<file path="config.mk">
export PLATFORM = sky130hd
export DESIGN_NAME = alarm_match_seq
export DESIGN_NICKNAME = d
export VERILOG_FILES = /design/src/rtl/alarm_match_seq.sv
export SDC_FILE = /design/constraint.sdc
export NUM_CORES = 1
export LEC_CHECK = 0
export CORE_MARGIN = 2
export CORE_UTILIZATION = 45
export CTS_CLUSTER_DIAMETER = 100
export DETAILED_ROUTE_END_ITERATION = 16
export DONT_BUFFER_PORTS = 1
export SLEW_MARGIN = 10
export SYNTH_ARGS = -nofsm -noshare
export SYNTH_HDL_FRONTEND = slang
export SYNTH_SLANG_ARGS = --single-unit
</file>
<file path="constraint.sdc">
create_clock -name clk -period 1.95 [get_ports clk]
set_input_delay 0.39 -clock clk [delete_from_list [all_inputs] [get_ports clk]]
set_output_delay 0.39 -clock clk [all_outputs]
set_load 0.005 [all_outputs]
</file>
<file path="src/rtl/alarm_match_seq.sv">
// Alarm time matcher: serial MSD-first BCD compare on a shared comparator.
// Optional snooze support is enabled by defining ALARM_SNOOZE_EN.
module alarm_match_seq #(
  parameter int unsigned RING_TICKS   = 60,
  parameter int unsigned SNOOZE_TICKS = 120
) (
  input  logic        clk,
  input  logic        rst_n,
  input  logic        start,
  input  logic [15:0] cur_time,
  input  logic [15:0] alm_time,
  input  logic        alarm_on,
  input  logic        ring_ack,
  input  logic        snooze,
  output logic [3:0]  cmp_a,
  output logic [3:0]  cmp_b,
  output logic        cmp_en,
  input  logic        cmp_l,
  input  logic        cmp_e,
  input  logic        cmp_r,
  output logic        busy,
  output logic        done,
  output logic        match,
  output logic        ring
);

  typedef enum logic [1:0] {
    IDLE,
    CMP,
    DONE
  } state_t;

  localparam logic [7:0] RingLd = 8'(RING_TICKS);

  state_t      state_q, state_d;
  logic [1:0]  idx_q, idx_d;
  logic [15:0] cur_q, cur_d;
  logic [15:0] alm_q, alm_d;
  logic        res_q, res_d;
  logic        done_q, done_d;
  logic        match_q, match_d;
  logic        ring_q, ring_d;
  logic [7:0]  cnt_q, cnt_d;
  logic        set_ring;

`ifdef ALARM_SNOOZE_EN
  localparam logic [7:0] SnzLd = 8'(SNOOZE_TICKS);
  logic pend_q, pend_d;
  logic unused_cmp;
  assign unused_cmp = cmp_l ^ cmp_r;
`else
  logic unused_in;
  assign unused_in = cmp_l ^ cmp_r ^ snooze;
`endif

  always_comb begin
    state_d = state_q;
    idx_d   = idx_q;
    cur_d   = cur_q;
    alm_d   = alm_q;
    res_d   = res_q;
    cmp_en  = 1'b0;
    cmp_a   = 4'd0;
    cmp_b   = 4'd0;
    unique case (state_q)
      IDLE: begin
        if (start) begin
          cur_d   = cur_time;
          alm_d   = alm_time;
          idx_d   = 2'd3;
          state_d = CMP;
        end
      end
      CMP: begin
        cmp_en = 1'b1;
        cmp_a  = cur_q[{idx_q, 2'b00} +: 4];
        cmp_b  = alm_q[{idx_q, 2'b00} +: 4];
        if (!cmp_e) begin
          res_d   = 1'b0;
          state_d = DONE;
        end else if (idx_q == 2'd0) begin
          res_d   = 1'b1;
          state_d = DONE;
        end else begin
          idx_d = idx_q - 2'd1;
        end
      end
      DONE: state_d = IDLE;
      default: state_d = IDLE;
    endcase
  end

  assign done_d   = (state_q == DONE);
  assign match_d  = done_d ? res_q : match_q;
  // Ring only on a fresh match, so one matching minute rings once.
  assign set_ring = done_d && res_q && !match_q && alarm_on;

  always_comb begin
    ring_d = ring_q;
    cnt_d  = cnt_q;
`ifdef ALARM_SNOOZE_EN
    pend_d = pend_q;
`endif
    if (ring_ack || !alarm_on) begin
      ring_d = 1'b0;
      cnt_d  = 8'd0;
`ifdef ALARM_SNOOZE_EN
      pend_d = 1'b0;
`endif
    end
`ifdef ALARM_SNOOZE_EN
    else if (snooze && ring_q) begin
      ring_d = 1'b0;
      cnt_d  = SnzLd;
      pend_d = 1'b1;
    end
`endif
    else if (set_ring) begin
      ring_d = 1'b1;
      cnt_d  = RingLd;
`ifdef ALARM_SNOOZE_EN
      pend_d = 1'b0;
`endif
    end else if (start && ring_q) begin
      cnt_d = cnt_q - 8'd1;
      if (cnt_d == 8'd0) ring_d = 1'b0;
    end
`ifdef ALARM_SNOOZE_EN
    else if (start && pend_q) begin
      cnt_d = cnt_q - 8'd1;
      if (cnt_d == 8'd0) begin
        ring_d = 1'b1;
        cnt_d  = RingLd;
        pend_d = 1'b0;
      end
    end
`endif
  end

  always_ff @(posedge clk or negedge rst_n) begin
    if (!rst_n) begin
      state_q <= IDLE;
      idx_q   <= 2'd3;
      cur_q   <= 16'd0;
      alm_q   <= 16'd0;
      res_q   <= 1'b0;
      done_q  <= 1'b0;
      match_q <= 1'b0;
      ring_q  <= 1'b0;
      cnt_q   <= 8'd0;
`ifdef ALARM_SNOOZE_EN
      pend_q  <= 1'b0;
`endif
    end else begin
      state_q <= state_d;
      idx_q   <= idx_d;
      cur_q   <= cur_d;
      alm_q   <= alm_d;
      res_q   <= res_d;
      done_q  <= done_d;
      match_q <= match_d;
      ring_q  <= ring_d;
      cnt_q   <= cnt_d;
`ifdef ALARM_SNOOZE_EN
      pend_q  <= pend_d;
`endif
    end
  end

  assign busy  = (state_q == CMP) || (state_q == DONE);
  assign done  = done_q;
  assign match = match_q;
  assign ring  = ring_q;

endmodule

</file>
==> impl_metrics.ini, run 1 <==
[clock_tree]
cts_tree = done
clk_root_buffer_cell = clkbuf_8
worstSkewPairLatency_ns = 0.30
cts_sinks = 48
clockBufferDepth = 2
clk_pin_slew_worst_paths_ns = 0.09
numCtsBuffers = 5
h-tree-depth = 2

[route]
vias_per_cell = 5.64
drt_iter0_drc = 106
first_pass_iters = 4
postRouteAntennaNets = 0
wirelength_um = 4670
wl_per_cell_um = 17.4
vias = 1516
drc = 0

[critical_path]
worstPathMaxFanout = 9
critPathSlowestCell = dfstp_2
crit_required_ns = 1.56
crit_chain = buf_12 > mux4_2 > and2_4
crit_arrival_ns = 1.66
start_kind = register
slowest_delay_ns = 0.55
end_kind = output pin
reg2regPathDepth = 8
critical_path_class = register to output pin

[sta]
setup_viol = 8
setup_ws_ns = -0.104
hold_viol = 0
fin_crit_sh_pct = 105
grt_setup_unrepaired = true
fin_skew_ns = 0.00850
worstMarginPinSlew_ns = 0.373
slew_headroom_pct = 74.9
fmax_mhz = 487
holdWs_ns = 0.211
period_needed_ns = 2.05
drv_slew = 0

[global_routing]
grt_max_degree = 49
antenna_found_initial = 0
track_usage_pct = 16.6
grt_pass1_vias = 1598
gr-total-overflow = 0
grt_pass1_wl_um = 7770

[cells_and_area]
n_antenna_cell = 0
area_growth_pct = 12.1
final_cell_area_sq_um = 2720
num-nets-final = 245
n_fill_cell = 447
drive_gt1_share_pct = 36.7
layout_commonest_cell = dfrtp_1
most-common-layout-cells = 46 x dfrtp_1, 33 x mux2_2, 11 x a21oi_1, 10 x nor2_1
utilization_pct = 52.6

[min_path]
hold_class = input pin to register
hold-path-cell-count = 1

[floorplanning]
die-area_sq_um = 6000
dieWidth_um = 77.5
start_util_pct = 47.0
die_y_um = 77.5
num_io_pins = 54
rows = 26
coreArea_sq_um = 5170

[placement]
place_ws_ns = 0.184
dp_hpwl_um = 3350
place_congestion = 0.821
port_buffers = 0
post_dp_cell_area_sq_um = 2520

[run_status]
violations = setup timing
outcome = complete, but fails checks

[synth]
synth_area_sq_um = 2430
syn_nets = 241
synth_sequential_area_ratio_pct = 49.6
synth.yosys.warnings = 0
yosysUniqueCellTypes = 38
avgSynthCellArea_sq_um = 12.5
synth_cells = 194
ys_ff_latch = 48

[power]
max-vdd-ir-drop_mv = 0.720
leakagePower_nw = 1.15
finalPower_w = 0.00388
powerDensity_nw_per_um2 = 1420

[flow_run]
drv_cap = 0
where the power goes:
part           total, W  internal (W)  switching, W
sequential      0.00162       0.00140      0.000219
clock          0.000841      0.000513      0.000328
combinational   0.00142      0.000875      0.000541
total           0.00388       0.00279       0.00109
flip-flops by register name (all words and copies together), names as in the netlist:
name and cells:
alm_q 16, done 1, match 1, state_q 2, ring 1, idx_q 2, res_q 1, cnt_q 8
cur_q 16
cell type report:
type,count,area (sq um),share of cell area [%]
Inverter,7,26.3,0.965
Sequential cell,48,1200,44.2
Clock inverter,2,60.1,2.21
Timing Repair Buffer,8,108,3.95
Multi-Input combinational cell,128,1160,42.8
Tap cell,70,87.6,3.22
Clock buffer,6,72.6,2.67
routing by layer:
metal	part of all wire, %	global-route usage [%]	routed length, um
met1	39	19.3	1840
met2	53	28.4	2480
met3	6.2	5.81	291
met4	1.3	5.54	62
met5	0	0	0
cells by family after synthesis:
kind of cell / synth area share [%]
DFF: 49.6
muxes: 22.7
adders and majority gates: 3.09
xor gates and xnor gates: 2.52
AOI/OAI and AO/OA: 6.23
buffers and inverters: 3.40
and+or+nand+nor: 12.5
final timing paths:
check                           slack [ns]             startpoint                     to
worst max-delay path                 -0.10   idx_q[0]$_DFFE_PN1P_               cmp_b[1]
worst min-delay path                  0.21                  start   cnt_q[1]$_DFFE_PN0P_
worst max register to register        0.14   idx_q[0]$_DFFE_PN1P_   idx_q[1]$_DFFE_PN1P_
worst min register to register        0.51  alm_q[15]$_DFFE_PN0P_  alm_q[15]$_DFFE_PN0P_
max in group asynchronous             1.08                  rst_n   idx_q[0]$_DFFE_PN1P_
min in group asynchronous             0.60                  rst_n   alm_q[4]$_DFFE_PN0P_
worst max-delay path, delay by kind of cell (launching register included):
family                 cells  cell delay [ns]
flip-flops                 1             0.55
multiplexers               1             0.50
AND/OR/NAND/NOR            1             0.18
buffers and inverters      1             0.14
stage by stage:
step,std cells,TNS [ns]
global route,269,-1.19
floorplan,194,0
finish,269,-0.760
global placement,258,0
CTS,269,-1.01
detailed placement,258,0
cells in the mapped netlist:
cell type,count,area (sq um)
a221oi_1,1,8.76
nor3_1,2,10.0
o2bb2ai_1,1,8.76
a21o_1,1,7.51
dfrtp_1,46,1150
a31oi_1,1,6.26
mux2_2,33,372
nand4_1,3,18.8
nor4_4,1,21.3
a221oi_2,1,15.0
nor2b_1,2,12.5
a311oi_1,1,8.76
xnor2_1,3,26.3
clkbuf_1,4,15.0
nand2b_1,2,12.5
a21oi_1,11,55.1
nor3_4,1,16.3
o21ai_0,5,25.0
nand3_2,1,10.0
inv_1,7,26.3
or2_2,3,18.8
nand3b_1,1,7.51
buf_6,1,11.3
nand3_1,6,30.0
ha_1,6,75.1
nand4b_1,2,17.5
o221ai_1,1,8.76
dfstp_2,2,52.6
xor2_1,4,35.0
and2_1,8,50.1
o21a_1,1,7.51
or3_1,1,6.26
nor2_1,10,37.5
buf_2,6,30.0
nand2_1,5,18.8
nor4_1,1,6.26
mux4_2,8,180
and3b_1,1,8.76
repair_timing:
item                                    4_1_cts  5_1_grt
gates resized for setup                       5        4
hold buffers                                  2        0
endpoints found under the hold margin        48        0
endpoints found under the setup margin        8        9
buffers inserted                              1        0
gates cloned                                  0        0
Note: power is estimated with default switching activity, not from simulation.
==> run 2, diff against run 1 <==
CTS_BUF_LIST = sky130_fd_sc_hd__clkbuf_4   (was default)
MAX_ROUTING_LAYER = met4   (was default)
==> impl_metrics.ini, run 2 (same netlist as run 1, synthesis figures left out) <==
[power]
max-vdd-ir-drop_mv = 0.587
leakagePower_nw = 1.16
powerDensity_nw_per_um2 = 1350

[cells_and_area]
n_antenna_cell = 0
num-nets-final = 249
drive_gt1_share_pct = 39.9
area_growth_pct = 12.4
reg_top3 = alm_q: 16 flops, cur_q: 16 flops, cnt_q: 8 flops
layout_commonest_cell = dfrtp_1
final_cell_area_sq_um = 2730
n_fill_cell = 446
most-common-layout-cells = 46 x dfrtp_1, 33 x mux2_2, 11 x a21oi_1, 10 x nor2_1
utilization_pct = 52.8

[clock_tree]
numCtsBuffers = 5
worstSkewPairLatency_ns = 0.35
clk_root_buffer_cell = clkbuf_4
cts_sinks = 48
clk_pin_slew_worst_paths_ns = 0.14
h-tree-depth = 2
clockBufferDepth = 2
cts_tree = done

[sta]
fin_setup_tns_ns = -1.94
drv_slew = 0
hold_viol = 0
setup_viol = 8
grt_setup_unrepaired = true
period_needed_ns = 2.21
fin_skew_ns = 0.0108
fin_crit_sh_pct = 113
setup_ws_ns = -0.257
worstMarginPinSlew_ns = 0.386
slew_headroom_pct = 74.0
fmax_mhz = 453

[global_routing]
antenna_found_initial = 0
grt_pass1_vias = 1659
grt_max_degree = 49
gr-total-overflow = 0
grt_pass1_wl_um = 7860
track_usage_pct = 17.3

[critical_path]
end_kind = output pin
start_kind = register
crit_arrival_ns = 1.82
crit_required_ns = 1.56
crit_chain = buf_6 > mux4_2 > and2_4
critPathSlowestCell = dfstp_4
cp_top_family = flip-flops
critical_path_class = register to output pin
slowest_delay_ns = 0.67
crit_buf_inv = 1
worstPathMaxFanout = 3

[floorplanning]
dieWidth_um = 77.5
die_y_um = 77.5
die-area_sq_um = 6000
rows = 26
num_io_pins = 54
coreArea_sq_um = 5170
start_util_pct = 47.0

[route]
wirelength_um = 4720
drt_iter0_drc = 56
wl_per_cell_um = 17.3
vias_per_cell = 5.65
postRouteAntennaNets = 0
drc = 0
vias = 1543
first_pass_iters = 4

[flow_run]
drv_cap = 0

[min_path]
hold_class = input pin to register

[placement]
post_dp_cell_area_sq_um = 2510
dp_hpwl_um = 3350
port_buffers = 0
place_ws_ns = 0.0493
place_congestion = 0.820

[run_status]
violations = setup timing
outcome = complete, but fails checks
## run 2: worst register-to-register path, stage by stage, from the launching register on
cell and delay, ns:
dfstp_4 0.67, buf_8 0.12, buf_4 0.11, inv_1 0.04
ha_2 0.19, nor2b_2 0.10, buf_4 0.14, buf_12 0.10
a31oi_1 0.08, nor2_1 0.16, a221oi_2 0.05
## run 2: final cells by class
type,instances,area (sq um),share of cell area [%]
Timing Repair Buffer,12,153,5.59
Clock buffer,6,45.0,1.65
Inverter,7,26.3,0.962
Clock inverter,2,35.0,1.28
Multi-Input combinational cell,128,1180,43.1
Tap cell,70,87.6,3.21
Sequential cell,48,1210,44.2
## run 2: per-stage QoR
stage               cells  hold slack, ns  total power, W
CTS                   271           0.123         0.00371
finish                273           0.139         0.00369
global placement      258          0.0955         0.00285
detailed placement    258          0.0956         0.00295
floorplan             194          0.0944         0.00263
global route          273           0.106         0.00394
## run 2: power breakdown
part | internal, W | switching, W | leakage, nW
registers | 0.00141 | 0.000222 | 0.588
clock network | 0.000283 | 0.000304 | 0.0456
logic | 0.000908 | 0.000566 | 0.522
total | 0.00260 | 0.00109 | 1.16
## run 2: path summary, 6_finish.rpt
path | endpoint | start | slack [ns] | depth (start not counted)
max reg2reg | idx_q[1]$_DFFE_PN1P_ | idx_q[0]$_DFFE_PN1P_ | 0.12 | 10
max in group asynchronous | idx_q[0]$_DFFE_PN1P_ | rst_n | 1.15 | 2
min in group asynchronous | cnt_q[5]$_DFFE_PN0P_ | rst_n | 0.53 | 2
max | cmp_b[3] | idx_q[0]$_DFFE_PN1P_ | -0.26 | 3
min | res_q$_DFFE_PN0P_ | cmp_e | 0.14 | 2
min reg2reg | cur_q[9]$_DFFE_PN0P_ | cur_q[9]$_DFFE_PN0P_ | 0.52 | 1
## run 2: routing by layer
layer	global-route usage [%]	share of wire, %	vias up	wire [um]
li1	-	-	706	-
met1	19.6	40	793	1910
met2	29.7	53	38	2500
met3	5.23	5.3	6	250
met4	5.18	1.2	0	55
met5	-	0	-	0
## run 2: what timing repair did
item	4_1_cts	5_1_grt
hold endpoints to repair	48	0
hold buffers	2	0
resized for setup	14	5
endpoints found under the setup margin	10	10
pin swaps	0	1
buffers inserted	3	2
